File: src/rtl/mem_pkg.sv
// Shared widths and word/address types for the 32 x 8 test memory.
package mem_pkg;
  localparam int ADDR_W = 5;
  localparam int DATA_W = 8;
  localparam int DEPTH  = 2 ** ADDR_W;

  typedef logic [ADDR_W-1:0] addr_t;
  typedef logic [DATA_W-1:0] data_t;
endpackage : mem_pkg

File: src/rtl/mem.sv
// Single-port 32 x 8 register-array RAM with registered read, async clear,
// read-valid strobe and a one-cycle error flag for read/write collisions.
module mem
  import mem_pkg::*;
(
  input  logic  clk,
  input  logic  rst_n,
  input  logic  read,
  input  logic  write,
  input  addr_t addr,
  input  data_t data_in,
  output data_t data_out,
  output logic  rd_valid,
  output logic  err
);

  data_t mem_q [DEPTH];
  data_t dataOut_q, dataOut_d;
  logic  rdValid_q, rdValid_d;
  logic  err_q, err_d;
  logic  wrEn, rdEn;

  // A collision suppresses both the read and the write.
  always_comb begin
    wrEn      = write & ~read;
    rdEn      = read & ~write;
    rdValid_d = rdEn;
    err_d     = read & write;
    dataOut_d = dataOut_q;
    if (rdEn) dataOut_d = mem_q[addr];
  end

  always_ff @(posedge clk or negedge rst_n) begin
    if (!rst_n) begin
      mem_q     <= '{default: '0};
      dataOut_q <= '0;
      rdValid_q <= 1'b0;
      err_q     <= 1'b0;
    end else begin
      if (wrEn) mem_q[addr] <= data_in;
      dataOut_q <= dataOut_d;
      rdValid_q <= rdValid_d;
      err_q     <= err_d;
    end
  end

  assign data_out = dataOut_q;
  assign rd_valid = rdValid_q;
  assign err      = err_q;

endmodule : mem

File: config.mk
export PLATFORM = sky130hd
export DESIGN_NAME = mem
export DESIGN_NICKNAME = d
export VERILOG_FILES = /design/src/rtl/mem_pkg.sv /design/src/rtl/mem.sv
export SDC_FILE = /design/constraint.sdc
export NUM_CORES = 1
export LEC_CHECK = 0
export BUFFER_PORTS_ARGS = -buffer_cell sky130_fd_sc_hd__buf_2
export CAP_MARGIN = 20
export CORE_ASPECT_RATIO = 0.7
export CORE_MARGIN = 4
export CORE_UTILIZATION = 55
export CTS_CLUSTER_SIZE = 25
export DETAILED_ROUTE_END_ITERATION = 8
export HOLD_SLACK_MARGIN = 0.05
export PLACE_DENSITY = 0.74
export SETUP_SLACK_MARGIN = 0.2
export SYNTH_ARGS = -nofsm -noshare
export SYNTH_HDL_FRONTEND = slang
export SYNTH_SLANG_ARGS = --single-unit
File: constraint.sdc
create_clock -name clk -period 1.5 [get_ports clk]
set_input_delay 0.15 -clock clk [delete_from_list [all_inputs] [get_ports clk]]
set_output_delay 0.15 -clock clk [all_outputs]
set_load 0.1 [all_outputs]
Yosys cells after proc, flatten, opt, wreduce, memory -nomap -nowiden

Cells that the tools add are included.

$add $sub $neg: 0
$mul: 0
Div/mod/pow operators: 0
Order comparisons: 2
Equality and inequality tests: 0
Shift operators: 0
Mux-type cells: 6
Bitwise logic cells: 6
Reductions and logical operators: 1

Operators by type and width:

| operator                                                 | count |
|---|---|
| bitwise mux 256 bit                                      | 1 |
| binary-select mux 8 bit (select 5 bit)                   | 1 |
| demux 8 bit (select 5 bit)                               | 1 |
| two-way mux 8 bit                                        | 3 |
| greater-or-equal comparator 6 bit, second input constant | 1 |
| < comparator 6 x 1 -> 1 bit, second input constant       | 1 |
| NOT 5 -> 6 bit                                           | 1 |
| bitwise AND 1 bit                                        | 3 |
| NOT 1 bit                                                | 2 |
| logical AND 1 bit                                        | 1 |

Register bits: 266
Latch bits: 0
RAM bits: 0
ROM bits: 0
Input bits: 17
Output and inout bits: 10
Logic and storage cells: 50
Memories kept: 0

Longest topological paths before layout

Gate-level depths: netlist of the first run.

Depth in word-level cells: 6
Gate-level depth with buffers: 8

Least setup slack after synthesis of the first run

OpenSTA, ideal clock, no wires.

Path kind: input port to flip-flop
Start point: input addr[0]
End point: register dataOut_q[1] (netlist: data_out[1])
Library setup time: 0.133 ns
Arrival time: 1.490 ns
Data required time: 1.367 ns
Path slack: -0.123 ns
Stages on the path: 5
Cell sequence: buf_2 buf_4 mux4_2 a211oi_1 a31oi_1

Word-level cells in the longest chain between the ends: 4

RTL lines:

| what                                                  | line      | RTL |
|---|---|---|
| start, declared                                       | mem.sv:10 | `input addr_t addr,` |
| NOT 5 -> 6 bit (not written as such)                  | mem.sv:30 | `if (rdEn) dataOut_d = mem_q[addr];` |
| binary-select mux 8 bit (select 5 bit)                | mem.sv:30 |  |
| two-way mux 8 bit (not written as such) (2 in series) | mem.sv:30 |  |
| end signal, assigned                                  | mem.sv:41 | `dataOut_q <= dataOut_d;` |
| end, declared                                         | mem.sv:18 | `data_t dataOut_q, dataOut_d;` |

Every way passes these cells. The select of a mux whose other input is x is not followed.
A chain may end at the register's enable or synchronous reset.

Worst setup path in the final report of the first run

Start point: register mem_q[61] (netlist bit)
End point: register dataOut_q[5] (netlist: data_out[5])

Word-level cells in the longest chain between the ends: 3

RTL lines:

| what                                                  | line      | RTL |
|---|---|---|
| start, declared                                       | mem.sv:17 | `data_t mem_q [DEPTH];` |
| start signal, assigned by index                       | mem.sv:40 | `if (wrEn) mem_q[addr] <= data_in;` |
| binary-select mux 8 bit (select 5 bit)                | mem.sv:30 |  |
| two-way mux 8 bit (not written as such) (2 in series) | mem.sv:30 |  |

Every way passes these cells. The select of a mux whose other input is x is not followed.

==> impl_metrics.csv, run 1 <==
group,metric,value,unit
run_status,status,"finished, violations left",
run_status,violations,"setup timing",
cells_and_area,seq_area,6656,um2
critical_path,path_class,"reg2reg",
timing,min_period,1.610,ns
cells_and_area,diodes,0,
job,maxCapViolCount,0,
floorplanning,die_area,24730,um2
critical_path,critPathArrivalTime,2.02,ns
clock_network,cts_tree,"built",
global_routing,grt_max_degree,71,
routing,detail_route.wl_per_cell,25.32,um
floorplanning,io_pins,27,
timing,rsz0062_at_grt,"yes",
critical_path,slowest_delay,0.48,ns
timing,worst_slew_pin_slew,0.7658,ns
floorplanning,rows,45,
critical_path,r2r-start,"mem_q[61]$_DFFE_PN0P_",
global_routing,antenna_found_initial,0,
global_routing,grt_pass1_wl,48420,um
floorplanning,die_x,186.3,um
placed_design,io_buffers,26,
synth,synth_top_area_share,54.41,%
timing,max_slew_margin,48.95,%
clock_network,clock_latency,0.53,ns
synth,synth_edf_count,0,
critical_path,path_delay_family,"multiplexers",
placed_design,placed_cells,1148,
clock_network,cts.path.max_buffers,3,
routing,ant_nets,0,
timing,holdWs,0.08244,ns
routing,vias,7533,
global_routing,overflow,0,
floorplanning,dieHeight,132.8,um
timing,setup_slack,-0.1098,ns
routing,first_pass_iters,5,
cells_and_area,drive_above_1_share,58.40,%
synth,yosysTopAreaCell,"dfrtp_1",
routing,drc_errors,0,
synth,synthFlopType,"dfrtp_1",
placed_design,dpl.hpwl,20860,um
routing,vias_per_cell,6.251,
critical_path,reg2reg_depth,4,
timing,max_freq,621.2,MHz
synth,synth_cell_types,50,
routing,drt_iter0_drc,571,
cells_and_area,final_core_util,68.36,%
cells_and_area,multi_input_area,5534,um2
synth,synthArstFlopShare,100.0,%
routing,drt-total-wl,30510,um
cells_and_area,area_delta_synth_final,21.75,%
synth,ys_seq_elements,266,
critical_path,critPathBufInv,0,
cells_and_area,final_nets,923,
synth,synthAdderAreaFrac,0,%
critical_path,crit_chain,"mux4_2 -> a22o_1 -> nor4_2 -> a31oi_1",
global_routing,grt_pass1_vias,8207,
synth,synthesis.area,12230,um2
clock_network,cts.sinks,266,
cells_and_area,layoutNonFillerInstCount,1205,
global_routing,grtUsageTotal,25.42,%
power_and_ir_drop,p_leak,7.078,nW
synth,synthTopCellsByArea,"dfrtp_1 (54%), mux2_2 (23%), mux4_2 (7.9%), mux2i_1 (2.3%), mux4_1 (1.7%)",
synth,synthTopCellsByCount,"dfrtp_1 (266), mux2_2 (245), mux4_2 (43), clkbuf_1 (28), mux2i_1 (28)",
timing,slew_viol_final,0,
timing,tns,-0.3903,ns
critical_path,worstSetupPathDepth,4,
placed_design,place.gp.congestion,0.8803,
synth,synth_top_family_by_area,"multiplexers",
synth,synth_xor_xnor_area_share,0,%
critical_path,cp_slowest_cell,"mux4_2",
critical_path,crit_path_start,"mem_q[61]$_DFFE_PN0P_",
power_and_ir_drop,finalPower,0.01805,W
synth,synth_simple_gate_area_share,4.520,%
synth,synth_mux_area_share,35.58,%
synth,ys_seq_area_share,54.41,%
synth,syn-num-nets,807,
critical_path,crit_required,1.91,ns
synth,yosysMostFrequentCell,"dfrtp_1",
floorplanning,start_util,56.15,%
min_path,hold_path_class,"in2async",
critical_path,startpoint_type,"flop",
timing,period_share,107.3,%
timing,setup-violations-final,6,
clock_network,root_buffer,"clkbuf_16",
critical_path,end_kind,"flop",
synth,netlist_instances,790,
power_and_ir_drop,p_per_area,1212,nW/um2
synth,postSynthAreaPerCell,15.49,um2
synth,synth_compound_area_share,2.812,%
clock_network,cts_made_buffers,26,
timing,hold_violations,0,
clock_network,h-tree-depth,1,
power_and_ir_drop,peakVddDrop,0.7714,mV
floorplanning,core,21790,um2
critical_path,cp_max_fo,2,
clock_network,path_clk_slew,0.06,ns
cells_and_area,num-fill-cells,1436,
synth,synth.yosys.warnings,0,
timing,fin_skew,0.01316,ns
[final timing paths]
kind	to	slack, ns
hold reg to reg	mem_q[71]$_DFFE_PN0P_	0.49
max in group asynchronous	mem_q[64]$_DFFE_PN0P_	0.75
min in group clk	data_out[6]$_DFFE_PN0P_	0.11
setup / recovery	data_out[5]$_DFFE_PN0P_	-0.11
hold / removal	mem_q[119]$_DFFE_PN0P_	0.08
setup reg to reg	data_out[5]$_DFFE_PN0P_	-0.11
[per-layer routing]
metal | GRT usage, % | part of all wire [%] | vias to the layer above
met2 | 38.10 | 46 | 252
li1 | - | - | 3186
met3 | 4.946 | 6.7 | 43
met1 | 39.26 | 46 | 4052
met5 | 0 | 0 | -
met4 | 5.138 | 2.1 | 0
[power breakdown]
part,internal (W),switching [W],total [W]
Clock,0.00370,0.00275,0.00645
Combinational,0.00163,0.00131,0.00293
Sequential,0.00812,0.000540,0.00866
[worst register-to-register path: cells and delay by family, from the launching register on]
kind / cells / cell delay, ns
muxes: 1 / 0.48
AOI/OAI and AO/OA: 2 / 0.40
DFF: 1 / 0.39
and+or+nand+nor: 1 / 0.21
[layout by cell type (no fill, tap or decap), types with 4 or more instances in the layout]
| cell type | instances |
|---|---|
| o22ai_1 | 5 |
| nand2b_1 | 4 |
| buf_4 | 95 |
| buf_12 | 32 |
| nor2_1 | 13 |
| a31oi_1 | 5 |
| clkbuf_16 | 27 |
| clkbuf_1 | 6 |
| a22o_1 | 6 |
| nor2_4 | 4 |
| mux2_2 | 218 |
| buf_6 | 4 |
| dfrtp_1 | 266 |
| buf_2 | 13 |
| nand2_4 | 4 |
| mux2_4 | 30 |
| mux2i_1 | 26 |
| clkbuf_8 | 5 |
| nor2b_1 | 5 |
| a22oi_1 | 10 |
| mux4_2 | 50 |
| mux2_1 | 9 |
| nor3_4 | 5 |
| nand2_2 | 17 |
[through the flow]
| step | setup WS (ns) | instance area, um2 |
|---|---|---|
| after floorplan | 0.01782 | 12570 |
| after global placement | -0.6128 | 13730 |
| after detailed placement | -0.6342 | 13730 |
| after CTS | -0.1076 | 14820 |
| after global routing | -0.1338 | 14900 |
| final | -0.1098 | 14900 |
[kinds of logic after synthesis]
family,count (synthesis)
AO/OA/AOI/OAI,45
multiplexers,336
buffers and inverters,62
flip-flops,266
AND/OR/NAND/NOR,81
[registers in the layout, summed over array words and instances (netlist names)]
| name | cells |
|---|---|
| mem_q | 256 |
| data_out | 8 |
| err | 1 |
| rd_valid | 1 |
[layout make-up]
class | instances | area share (%)
clock inverters | 7 | 0.4620
multi-input cells | 462 | 37.15
flip-flops and latches | 266 | 44.69
well taps | 282 | 2.369
inverters | 2 | 0.05040
repair buffers | 148 | 10.13
clock buffers | 38 | 5.149
[what timing repair did]
item,4_1_cts,5_1_grt
endpoints found under the setup margin,18,71
setup buffers,4,5
gates resized for setup,55,9
pin swaps,7,10
endpoints found under the hold margin,267,0
hold buffers,3,0
No activity file was read; power rests on OpenSTA's default activity.
==> inputs of run 2 (changes only) <==
- TNS_END_PERCENT: not set -> 50
==> run 2 against run 1 <==
  * The flow still finishes with violations (setup timing)
  * First-iteration DRC count rose by 7.4%
  * Critical path depth did not move
  * Design area fell by 1.8%
  * Via count fell by 1.6%
  * Flip-flop and latch count did not move
  * Setup slack got worse by 0.038 ns
  * Final cell count fell by 1.2%
  * Critical endpoint is now data_out[0]$_DFFE_PN0P_
==> impl_metrics.csv, run 2 (synthesis gave the netlist of run 1 again) <==
group,metric,value,unit
floorplanning,start_util,56.15,%
floorplanning,die_area,24730,um2
routing,drc_errors,0,
floorplanning,die_x,186.3,um
global_routing,overflow,0,
floorplanning,core,21790,um2
routing,vias_per_cell,6.226,
floorplanning,dieHeight,132.8,um
cells_and_area,final_cell_mix,"dfrtp_1 (260), mux2_2 (218), buf_4 (91)",
cells_and_area,area_delta_synth_final,19.51,%
routing,detail_route.wl_per_cell,25.95,um
timing,period_share,109.9,%
cells_and_area,num-fill-cells,1457,
power_and_ir_drop,pwr-share-seq,48.7,%
clock_network,clock_latency,0.52,ns
timing,fin_skew,0.007863,ns
timing,tns,-0.4558,ns
critical_path,critPathArrivalTime,2.05,ns
placed_design,placed_cells,1140,
power_and_ir_drop,finalPower,0.01786,W
power_and_ir_drop,switching_power,0.004561,W
cells_and_area,drive_above_1_share,56.06,%
power_and_ir_drop,clkPwrFrac,35.5,%
global_routing,antenna_found_initial,0,
power_and_ir_drop,p_per_area,1221,nW/um2
routing,drt_iter0_drc,613,
critical_path,crit_required,1.90,ns
cells_and_area,max_flop_register,"mem_q",
clock_network,path_clk_slew,0.06,ns
cells_and_area,final_common_cell,"dfrtp_1",
global_routing,grt_pass1_vias,8125,
timing,hold_violations,0,
global_routing,grtUsageTotal,25.74,%
clock_network,root_buffer,"clkbuf_16",
critical_path,startpoint_type,"flop",
timing,min_period,1.648,ns
timing,max_freq,606.8,MHz
timing,setup_slack,-0.1481,ns
placed_design,placed_area,13520,um2
cells_and_area,multi_input_area,5493,um2
clock_network,h-tree-depth,1,
timing,slew_viol_final,0,
timing,worst_slew_pin_slew,0.7485,ns
placed_design,pre_cts_slack,-0.5757,ns
placed_design,place.gp.congestion,0.9579,
power_and_ir_drop,p_leak,6.910,nW
timing,max_slew_margin,50.10,%
critical_path,path_class,"reg2reg",
power_and_ir_drop,cell_internal_pwr,0.01330,W
timing,setup-violations-final,7,
run_status,violations,"setup timing",
clock_network,cts_made_buffers,25,
routing,drt-total-wl,30880,um
power_and_ir_drop,peakVddDrop,0.8823,mV
cells_and_area,final_nets,908,
global_routing,grt_max_degree,54,
cells_and_area,finalInstanceArea,14620,um2
clock_network,cts_tree,"built",
placed_design,dpl.hpwl,20840,um
power_and_ir_drop,combPwrFrac,15.8,%
cells_and_area,layoutNonFillerInstCount,1190,
critical_path,end_kind,"flop",
run_status,status,"finished, violations left",
clock_network,cts.sinks,266,
floorplanning,rows,45,
timing,rsz0062_at_grt,"yes",
routing,vias,7409,
cells_and_area,diodes,0,
placed_design,io_buffers,26,
power_and_ir_drop,switching_share,25.54,%
job,maxCapViolCount,0,
min_path,hold_path_class,"in2reg",
clock_network,cts.path.max_buffers,3,
critical_path,cp_max_fo,2,
routing,ant_nets,0,
floorplanning,io_pins,27,
routing,first_pass_iters,5,
global_routing,grt_pass1_wl,48890,um
cells_and_area,largest_reg_flops,256,
cells_and_area,seq_area,6664,um2
[run 2: cell types whose count changed in the layout (fill, tap and decap cells not counted), moves of 3 or more]
cell	previous run	this run
nor2_4	4	1
dfrtp_2	0	6
buf_12	32	24
dfrtp_1	266	260
nand2_2	17	7
a22oi_2	2	5
nand2_1	3	14
mux2_4	30	27
a22oi_1	10	7
mux2_1	9	12
buf_4	95	91
[run 2: per-layer routing]
metal	global-route usage (%)	wire length, um	vias to the layer above
li1	-	-	3146
met1	38.69	14240	4005
met2	38.80	13940	210
met3	6.980	2208	48
met4	4.207	499	0
met5	0	0	-
[run 2: stage by stage]
| step | util (%) | hold WS [ns] |
|---|---|---|
| global placement | 62.07 | 0.09094 |
| floorplan | - | -0.1456 |
| CTS | 66.88 | 0.05081 |
| detailed placement | 62.07 | 0.09721 |
| finish | 67.10 | 0.09024 |
| global route | 67.10 | 0.09075 |
[run 2: critical path, cell delays in order, from the launching register on]
cell	delay [ns]
dfrtp_1	0.40
mux4_2	0.55
a22o_1	0.24
nor4_4	0.20
a31oi_1	0.13
[run 2: worst paths after layout]
| check | startpoint | end | slack, ns | depth (start not counted) |
|---|---|---|---|---|
| worst min-delay path | read | err$_DFF_PN0_ | 0.09 | 3 |
| min in group asynchronous | rst_n | mem_q[156]$_DFFE_PN0P_ | 0.13 | 2 |
| max in group asynchronous | rst_n | mem_q[93]$_DFFE_PN0P_ | 0.67 | 3 |
| worst max-delay path | mem_q[168]$_DFFE_PN0P_ | data_out[0]$_DFFE_PN0P_ | -0.15 | 4 |
| worst max register to register | mem_q[168]$_DFFE_PN0P_ | data_out[0]$_DFFE_PN0P_ | -0.15 | 4 |
| worst min register to register | mem_q[71]$_DFFE_PN0P_ | mem_q[71]$_DFFE_PN0P_ | 0.50 | 1 |
[run 2: cell type report]
type | instances | area share [%]
clock inverter | 7 | 0.5990
multi-input combinational | 462 | 37.57
clock buffer | 37 | 4.929
inverter | 2 | 0.05134
sequential | 266 | 45.58
timing repair buffer | 134 | 8.865
tap | 282 | 2.413
[run 2: timing repair]
item	in CTS	in global routing
resized for setup	52	11
endpoints found under the setup margin	18	38
buffers inserted	2	1
hold buffers	3	0
hold endpoints to repair	268	0
pin swaps	15	1
[run 2: power by group through the flow]
stage	clock network, W	registers, W	logic [W]
finish	0.00634	0.00869	0.00283
global route	0.00676	0.00877	0.00302
floorplan	0	0.00876	0.00170
CTS	0.00644	0.00867	0.00281
global placement	0	0.00869	0.00255
detailed placement	0	0.00877	0.00266
